==> src/rtl/hazard_scoreboard.sv <==
// hazard_scoreboard: tracks in-flight destination registers, stalls decode on unresolvable RAW hazards
// and produces registered bypass selects for the instruction entering stage 1.
module hazard_scoreboard #(
    parameter int DEPTH      = 4,
    parameter int FORWARD    = 1,
    parameter int LOAD_STAGE = 2,
    parameter int CNT_W      = 32,
    parameter int FWD_W      = $clog2(DEPTH)
) (
    input  logic             clk,
    input  logic             rst_n,
    input  logic             issue_valid,
    input  logic [31:2]      issue_instr,
    input  logic             pipe_hold,
    input  logic             flush,
    output logic             stall,
    output logic [FWD_W-1:0] ex_fwd_rs1,
    output logic [FWD_W-1:0] ex_fwd_rs2,
    output logic [CNT_W-1:0] stall_cycles
);
    localparam logic [4:0] OPC_LOAD   = 5'b00000;
    localparam logic [4:0] OPC_OP_IMM = 5'b00100;
    localparam logic [4:0] OPC_AUIPC  = 5'b00101;
    localparam logic [4:0] OPC_STORE  = 5'b01000;
    localparam logic [4:0] OPC_OP     = 5'b01100;
    localparam logic [4:0] OPC_LUI    = 5'b01101;
    localparam logic [4:0] OPC_BRANCH = 5'b11000;
    localparam logic [4:0] OPC_JALR   = 5'b11001;
    localparam logic [4:0] OPC_JAL    = 5'b11011;

    logic [DEPTH-1:1]      valid_q, valid_d, ld_q, ld_d;
    logic [DEPTH-1:1][4:0] rd_q, rd_d;
    logic [FWD_W-1:0]      fwd1_q, fwd1_d, fwd2_q, fwd2_d;
    logic [CNT_W-1:0]      cnt_q, cnt_d;
    logic [4:0]            opc, rd, src1, src2;
    logic                  use_rs1, use_rs2, is_wr, accept;
    logic [FWD_W:0]        res1, res2;
    logic                  unused;

    assign unused = ^{issue_instr[31:25], issue_instr[14:12]};
    assign opc    = issue_instr[6:2];
    assign rd     = issue_instr[11:7];

    // Returns {hazard, select}; walking from the youngest stage makes the first hit win.
    function automatic logic [FWD_W:0] resolve(input logic [4:0] src, input logic [DEPTH-1:1] v,
                                               input logic [DEPTH-1:1][4:0] r, input logic [DEPTH-1:1] l);
        logic           found;
        logic [FWD_W:0] res;
        found = 1'b0;
        res   = '0;
        for (int s = 1; s < DEPTH; s++) begin
            if (!found && src != 5'd0 && v[s] && r[s] == src) begin
                found = 1'b1;
                res   = (FORWARD == 0 || s == DEPTH - 1 || (l[s] && s < LOAD_STAGE))
                        ? {1'b1, {FWD_W{1'b0}}} : {1'b0, FWD_W'(s + 1)};
            end
        end
        return res;
    endfunction

    always_comb begin
        use_rs1 = opc inside {OPC_OP, OPC_STORE, OPC_BRANCH, OPC_LOAD, OPC_JALR, OPC_OP_IMM};
        use_rs2 = opc inside {OPC_OP, OPC_STORE, OPC_BRANCH};
        is_wr   = (opc inside {OPC_LOAD, OPC_JALR, OPC_JAL, OPC_OP_IMM, OPC_OP, OPC_AUIPC, OPC_LUI}) && rd != 5'd0;
        src1    = use_rs1 ? issue_instr[19:15] : 5'd0;
        src2    = use_rs2 ? issue_instr[24:20] : 5'd0;
        res1    = resolve(src1, valid_q, rd_q, ld_q);
        res2    = resolve(src2, valid_q, rd_q, ld_q);
        stall   = issue_valid & (res1[FWD_W] | res2[FWD_W]);
        accept  = issue_valid & ~stall & ~flush & ~pipe_hold;
        valid_d = pipe_hold ? valid_q : {valid_q[DEPTH-2:1], accept & is_wr};
        rd_d    = pipe_hold ? rd_q : {rd_q[DEPTH-2:1], rd};
        ld_d    = pipe_hold ? ld_q : {ld_q[DEPTH-2:1], opc == OPC_LOAD};
        fwd1_d  = pipe_hold ? fwd1_q : accept ? res1[FWD_W-1:0] : '0;
        fwd2_d  = pipe_hold ? fwd2_q : accept ? res2[FWD_W-1:0] : '0;
        cnt_d   = (issue_valid & stall & ~flush & ~pipe_hold & ~&cnt_q) ? cnt_q + 1'b1 : cnt_q;
    end

    always_ff @(posedge clk or negedge rst_n) begin
        if (!rst_n) begin
            valid_q <= '0;
            ld_q    <= '0;
            rd_q    <= '0;
            fwd1_q  <= '0;
            fwd2_q  <= '0;
            cnt_q   <= '0;
        end else begin
            valid_q <= valid_d;
            ld_q    <= ld_d;
            rd_q    <= rd_d;
            fwd1_q  <= fwd1_d;
            fwd2_q  <= fwd2_d;
            cnt_q   <= cnt_d;
        end
    end

    assign ex_fwd_rs1   = fwd1_q;
    assign ex_fwd_rs2   = fwd2_q;
    assign stall_cycles = cnt_q;
endmodule

==> config.mk <==
export PLATFORM = sky130hd
export DESIGN_NAME = hazard_scoreboard
export DESIGN_NICKNAME = d
export VERILOG_FILES = /design/src/rtl/hazard_scoreboard.sv
export SDC_FILE = /design/constraint.sdc
export NUM_CORES = 1
export LEC_CHECK = 0
export CORE_ASPECT_RATIO = 0.9
export CORE_MARGIN = 2
export CORE_UTILIZATION = 55
export DETAILED_ROUTE_END_ITERATION = 6
export PLACE_DENSITY = 0.95
export REMOVE_ABC_BUFFERS = 1
export SLEW_MARGIN = 20
export SYNTH_ARGS = -nofsm -noshare
export SYNTH_HDL_FRONTEND = slang
export SYNTH_SLANG_ARGS = --single-unit
==> constraint.sdc <==
create_clock -name clk -period 7.02 [get_ports clk]
set_input_delay 1.404 -clock clk [delete_from_list [all_inputs] [get_ports clk]]
set_output_delay 1.404 -clock clk [all_outputs]
set_load 0.1 [all_outputs]
==> metrics.txt, run 1 <==
status completed; pwr dens 162 nW/um^2; vias in the first global route 2,832; TNS Setup 0 ns; leakage 1.57 nW; CTS sink cnt 55; Clk Latency, worst-skew pair 0.32 ns; number of port buffers 61; Tcrit/Tclk final 81.9%; Crit Path Max Fanout 35; synth cell count leaders 55 x dfrtp_1, 44 x xnor2_1, 28 x nand2_1; first-pass GRT wire length 13.7 mm; Fillers 428; total CTS buffers 5; post-route design area 3950 um^2; biggest cell delay along the critical path 0.51 ns; Final nets 418; clock root buffer clkbuf_8; H-tree depth 2; layout cells sized above 1 9.92%; Initial Utilization 56.7%; Initial DRT Pass Iterations 6; ys async rst share 100%; Final Hold Fails 0; final wirelength 8.16 mm; max frequency 174 MHz; die area 6460 um^2; die width 84.5 um; delay-heaviest family, CP buffers and inverters; Synth area leader dfrtp_1; Register-to-Register Path Depth 8; RSZ-0062 raised after global routing false; Max clock buf depth 2; r2r setup slk 4.17 ns; # IOs 72; Yosys reg bits 55; worst endpoint required time 5.62 ns; total track usage 25.9%; gr ovfl total 0; routed vias/inst 6.37; Cell Chain, Critical Path clkdlybuf4s50_1, nor3b_2, and2_1, a32o_1, nand4_1, o32ai_1, a211o_1, buf_4, and2_1, buf_4; utilization after layout 69.7%; Min-Delay Endpoint stall_cycles[26]; Buffers & Inverters on Critical Path 3; post-detailed-route count of antenna-violating nets 0; ranking of synthesized cells by area dfrtp_1 43%, xnor2_1 12%, mux2_2 5.3%, and3_1 3.3%, nand2_1 3.3%; Post-Syn Instances 329; clk slew on worst S/H paths 0.10 ns; Max Slew Vio Count 0; Synth cell types 55; r2r startpoint stall_cycles[4]; top_reg_cell synth dfrtp_1; Via Count 2,886; setup violators final 0; Final Wtd Congestion 0.914; CP Capture Type output pin; critical hold path startpoint stall_cycles[26]; Std-Cell Rows 26; Setup crit start kind input pin; Vert. Die Dim 76.5 um; CTS tree yes; Worst Hold Class reg -> reg; most common cell in the netlist dfrtp_1; post-layout min period 5.75 ns; CORE AREA 5660 um^2; Post-CTS Hold Buffers 0; Post-DP Area 3840 um^2; Hold Path Cell Cnt 1; Area Overhead vs Synth 23.0%; largest net degree at the start of global routing 56; routed length per placed instance 18.0 um; post-CTS sizing 0; initial antenna violation count 0; remaining design rule violation count 0; number of synthesized flops with an enable pin 0; CP Class in -> out; synthesized area per cell 9.75 um^2; worst clock skew 0.00498 ns; Post-Syn Area 3210 um^2; drt initial violations 332; register area share after synthesis 42.9%; Final HPWL DP 5.57 mm; worst rel slew slack 32.2%; Reg-to-Reg End stall_cycles[31]; CP arrival 4.35 ns; max_cap viols 0; # diodes 0; postcts setup bufs 0; peak supply drop 0.0000988 V; warnings from Yosys 0; Slew @ Worst Pin 1.01 ns; Synth top area share 42.9%; slowest stage cell, crit path clkdlybuf4s50_1
-- state kept, by name (all words and copies together), names as in the netlist --
register and count:
ex_fwd_rs1 2, ex_fwd_rs2 2, ld_q 1, rd_q 15, stall_cycles 32, valid_q 3
-- per-stage QoR --
step / power, mW / std cells / setup slack, ns / hold slack, ns
floorplan: 0.407 / 311 / 1.69 / 0.501
global placement: 0.448 / 445 / 1.43 / 0.467
detailed placement: 0.453 / 445 / 1.37 / 0.480
CTS: 0.638 / 453 / 1.35 / 0.500
global route: 0.666 / 453 / 1.12 / 0.516
finish: 0.641 / 453 / 1.27 / 0.490
-- worst register-to-register path, cell delays in order (launching register included) --
cell,delay [ns]
dfrtp_1,0.43
and3_1,0.21
and3_1,0.20
and3_1,0.24
and3_1,0.21
a41o_1,0.31
nor4_1,0.76
nand3_1,0.22
xnor2_1,0.17
-- where the power goes --
part | switching, mW | internal [mW]
registers | 0.0239 | 0.329
clock network | 0.109 | 0.0810
logic | 0.0485 | 0.0498
total | 0.181 | 0.460
-- cell type report --
type	count	area [um^2]	share of cell area, %
tap	70	87.6	2.22
multi-input combinational	250	1740	44.1
timing repair buffer	64	626	15.8
clock inverter	2	13.8	0.349
inverter	6	22.5	0.571
sequential	55	1380	34.9
clock buffer	6	82.6	2.09
-- placed cells by master (no fill, tap or decap), types with 2 or more instances in the layout --
cell type        instances
or2_2                    2
nand4_1                 10
nor3b_1                  2
nor2_1                  20
o32ai_1                  3
and2_1                   6
o211ai_1                 5
nand3b_1                 3
inv_1                    6
nand4b_1                 3
a21oi_1                  3
mux2_2                  15
o41ai_1                  3
dfrtp_1                 55
xor2_1                   3
xnor2_1                 44
clkbuf_8                 6
or3_1                    2
a32o_1                   4
nand3_1                 20
clkdlybuf4s50_1         59
a211oi_1                 2
nor2b_1                  2
a31oi_1                  6
o22ai_1                  4
o21ai_0                 11
buf_4                    4
nor3_1                   5
and3_1                  17
nor4bb_1                 4
nand2_1                 28
-- metal layers --
layer  share of wire, %  vias to the layer above  GRT usage, %
li1                   -                     1304             -
met1                 41                     1406          34.4
met2                 49                      157          42.9
met3                7.9                       19          5.42
met4                1.7                        0          7.46
met5                  0                        -             0
-- cell families (layout without fill, tap and decap cells) --
group | count (synthesis) | in the layout | synth area share, %
AND/OR/NAND/NOR | 133 | 133 | 23.0
AO/OA/AOI/OAI | 54 | 54 | 12.5
XOR/XNOR | 47 | 47 | 12.8
buffers and inverters | 24 | 78 | 3.16
adder cells (fa/ha/maj) | 1 | 1 | 0.390
multiplexers | 15 | 15 | 5.26
flip-flops | 55 | 55 | 42.9
-- how the worst max path moves through the flow --
stage                    start  endpoint  slack [ns]  cells past startpoint
5_1_grt         issue_instr[5]     stall        1.12                     10
2_1_floorplan   issue_instr[4]     stall        1.69                      7
4_1_cts         issue_instr[5]     stall        1.35                     10
6_report        issue_instr[5]     stall        1.27                     10
3_3_place_gp   issue_instr[22]     stall        1.43                      9
3_5_place_dp    issue_instr[5]     stall        1.37                     10
Power figures use the tool's default switching activity.
==> run 2: changes to the inputs <==
- CORE_UTILIZATION: 55 -> 46
- PLACE_DENSITY: 0.95 -> 0.87
- clock period: 7.02 -> 5.1 ns (I/O delays scaled with it)
==> metrics.txt, run 2 (synthesis gave the netlist of run 1 again) <==
TNS Setup 0 ns (unchanged); remaining design rule violation count 0 (unchanged); Buffers & Inverters on Critical Path 2 (-1); Cell Chain, Critical Path clkdlybuf4s50_1, or2_2, o41ai_1, nor2_1, and4_1, a211o_1, and2_1, buf_12; Crit Path Max Fanout 7 (-80%); Setup crit start kind input pin; largest net degree at the start of global routing 56 (unchanged); post-detailed-route count of antenna-violating nets 0 (unchanged); postcts setup bufs 0 (unchanged); worst endpoint required time 4.08 ns (-1.54 ns); status completed; pwr dens 219 nW/um^2 (+35%); initial antenna violation count 0 (unchanged); Std-Cell Rows 28 (+7.7%); # diodes 0 (unchanged); first-pass GRT wire length 12.9 mm (-5.8%); max frequency 215 MHz; die area 7660 um^2 (+19%); RSZ-0062 raised after global routing false; CP Class in -> out; commonest non-fill, non-tap cell in the layout clkdlybuf4s50_1; # IOs 72 (unchanged); pre-CTS setup slack 0.492 ns (-0.882 ns); Initial DRT Pass Iterations 4 (-2); post-layout min period 4.65 ns; routed vias/inst 5.81 (-8.8%); Vert. Die Dim 83.2 um (+8.9%); Via Count 2,753 (-4.6%); Worst Hold Class reg -> reg; CORE AREA 6660 um^2 (+18%); CP arrival 3.63 ns (-0.72 ns); most frequent cells in the layout 59 x clkdlybuf4s50_1, 55 x dfrtp_1, 44 x xnor2_1, 28 x nand2_1; clk slew on worst S/H paths 0.10 ns (about the same); CP Capture Type output pin; gr ovfl total 0 (unchanged); worst rel slew slack 33.2% (+1.0 points); biggest cell delay along the critical path 0.66 ns (+0.15 ns); total track usage 20.8% (-5.1 points); Final HPWL DP 5.67 mm (+1.6%); slowest stage cell, crit path o41ai_1; max_cap viols 0 (unchanged); number of port buffers 61 (unchanged); Final nets 419 (+0.24%); Tcrit/Tclk final 91.2%; max reg flops 32 (unchanged); die width 92.0 um (+8.9%); drt initial violations 276 (-17%); Area Overhead vs Synth 24.1%; total CTS buffers 5 (unchanged); final wirelength 7.75 mm (-5.1%); setup violators final 0 (unchanged); Final Hold Fails 0 (unchanged); Clk Latency, worst-skew pair 0.31 ns (about the same); Slew @ Worst Pin 0.999 ns (-0.0153 ns); CTS sink cnt 55 (unchanged); worst clock skew 0.0127 ns (+0.00773 ns); Post-CTS Hold Buffers 0 (unchanged); Max Slew Vio Count 0 (unchanged); setup ws final 0.449 ns (-0.821 ns); Max clock buf depth 2 (unchanged); Initial Utilization 48.2% (-8.5 points); Fillers 579 (+35%); vias in the first global route 2,565 (-9.4%); post-CTS sizing 0 (unchanged); peak supply drop 0.000159 V (+61%); leakage 1.57 nW (+0.12%); clock root buffer clkbuf_8; layout cells sized above 1 9.90% (-0.026 points); H-tree depth 2 (unchanged); delay-heaviest family, CP compound AO/OA/AOI/OAI gates; CTS tree yes; Final Wtd Congestion 0.908 (-0.72%); routed length per placed instance 16.3 um (-9.3%)
## run 2: cell count changes in the layout (fill, tap and decap cells not counted), sizes merged
| cell | previous run | this run |
|---|---|---|
| clkinvlp | 0 | 1 |
| clkbuf | 6 | 5 |
| buf | 5 | 6 |
## run 2: cell type report
cell class | count | area (um^2) | area share (%)
tap | 90 | 113 | 2.83
inverter | 6 | 22.5 | 0.566
sequential | 55 | 1380 | 34.6
timing repair buffer | 65 | 646 | 16.2
clock buffer | 5 | 68.8 | 1.73
multi-input combinational | 250 | 1730 | 43.5
clock inverter | 3 | 23.8 | 0.597
## run 2: worst reg2reg max path: stages, from the launching register on
cell	delay (ns)
dfrtp_1	0.44
and3_1	0.20
and2_1	0.18
and3_1	0.22
and3_1	0.22
a41o_1	0.32
nor4_1	0.78
nand4_1	0.21
xnor2_1	0.17
## run 2: final timing paths
kind                       slack [ns]  depth (start not counted)             start                to
setup / recovery                 0.45                          8   issue_instr[22]             stall
hold / removal                   0.49                          2     ex_fwd_rs2[0]     ex_fwd_rs2[0]
setup reg to reg                 2.27                          8  stall_cycles[23]  stall_cycles[25]
hold reg to reg                  0.49                          2     ex_fwd_rs2[0]     ex_fwd_rs2[0]
max in group asynchronous        3.82                          2             rst_n  stall_cycles[10]
min in group asynchronous        0.82                          2             rst_n           rd_q[3]
## run 2: routing by layer
metal / vias to the layer above / GRT usage (%) / share of wire (%)
li1: 1305 / - / -
met1: 1351 / 30.9 / 47
met2: 88 / 31.7 / 46
met3: 9 / 3.09 / 6.0
met4: 0 / 5.83 / 1.6
met5: - / 0 / 0
## run 2: metrics by stage
stage	hold slack [ns]	instances	cell area (um^2)	total power, mW	utilization, %
2_1_floorplan	0.501	311	3130	0.561	-
4_1_cts	0.497	474	3980	0.877	59.8
3_5_place_dp	0.467	466	3890	0.626	58.4
6_report	0.494	474	3980	0.871	59.8
3_3_place_gp	0.466	466	3890	0.622	58.4
5_1_grt	0.526	474	3980	0.912	59.8
## run 2: where the power goes
part	switching, mW	internal (mW)	leakage [nW]
Sequential	0.0344	0.453	0.738
Combinational	0.0625	0.0687	0.785
Clock	0.153	0.0996	0.0461
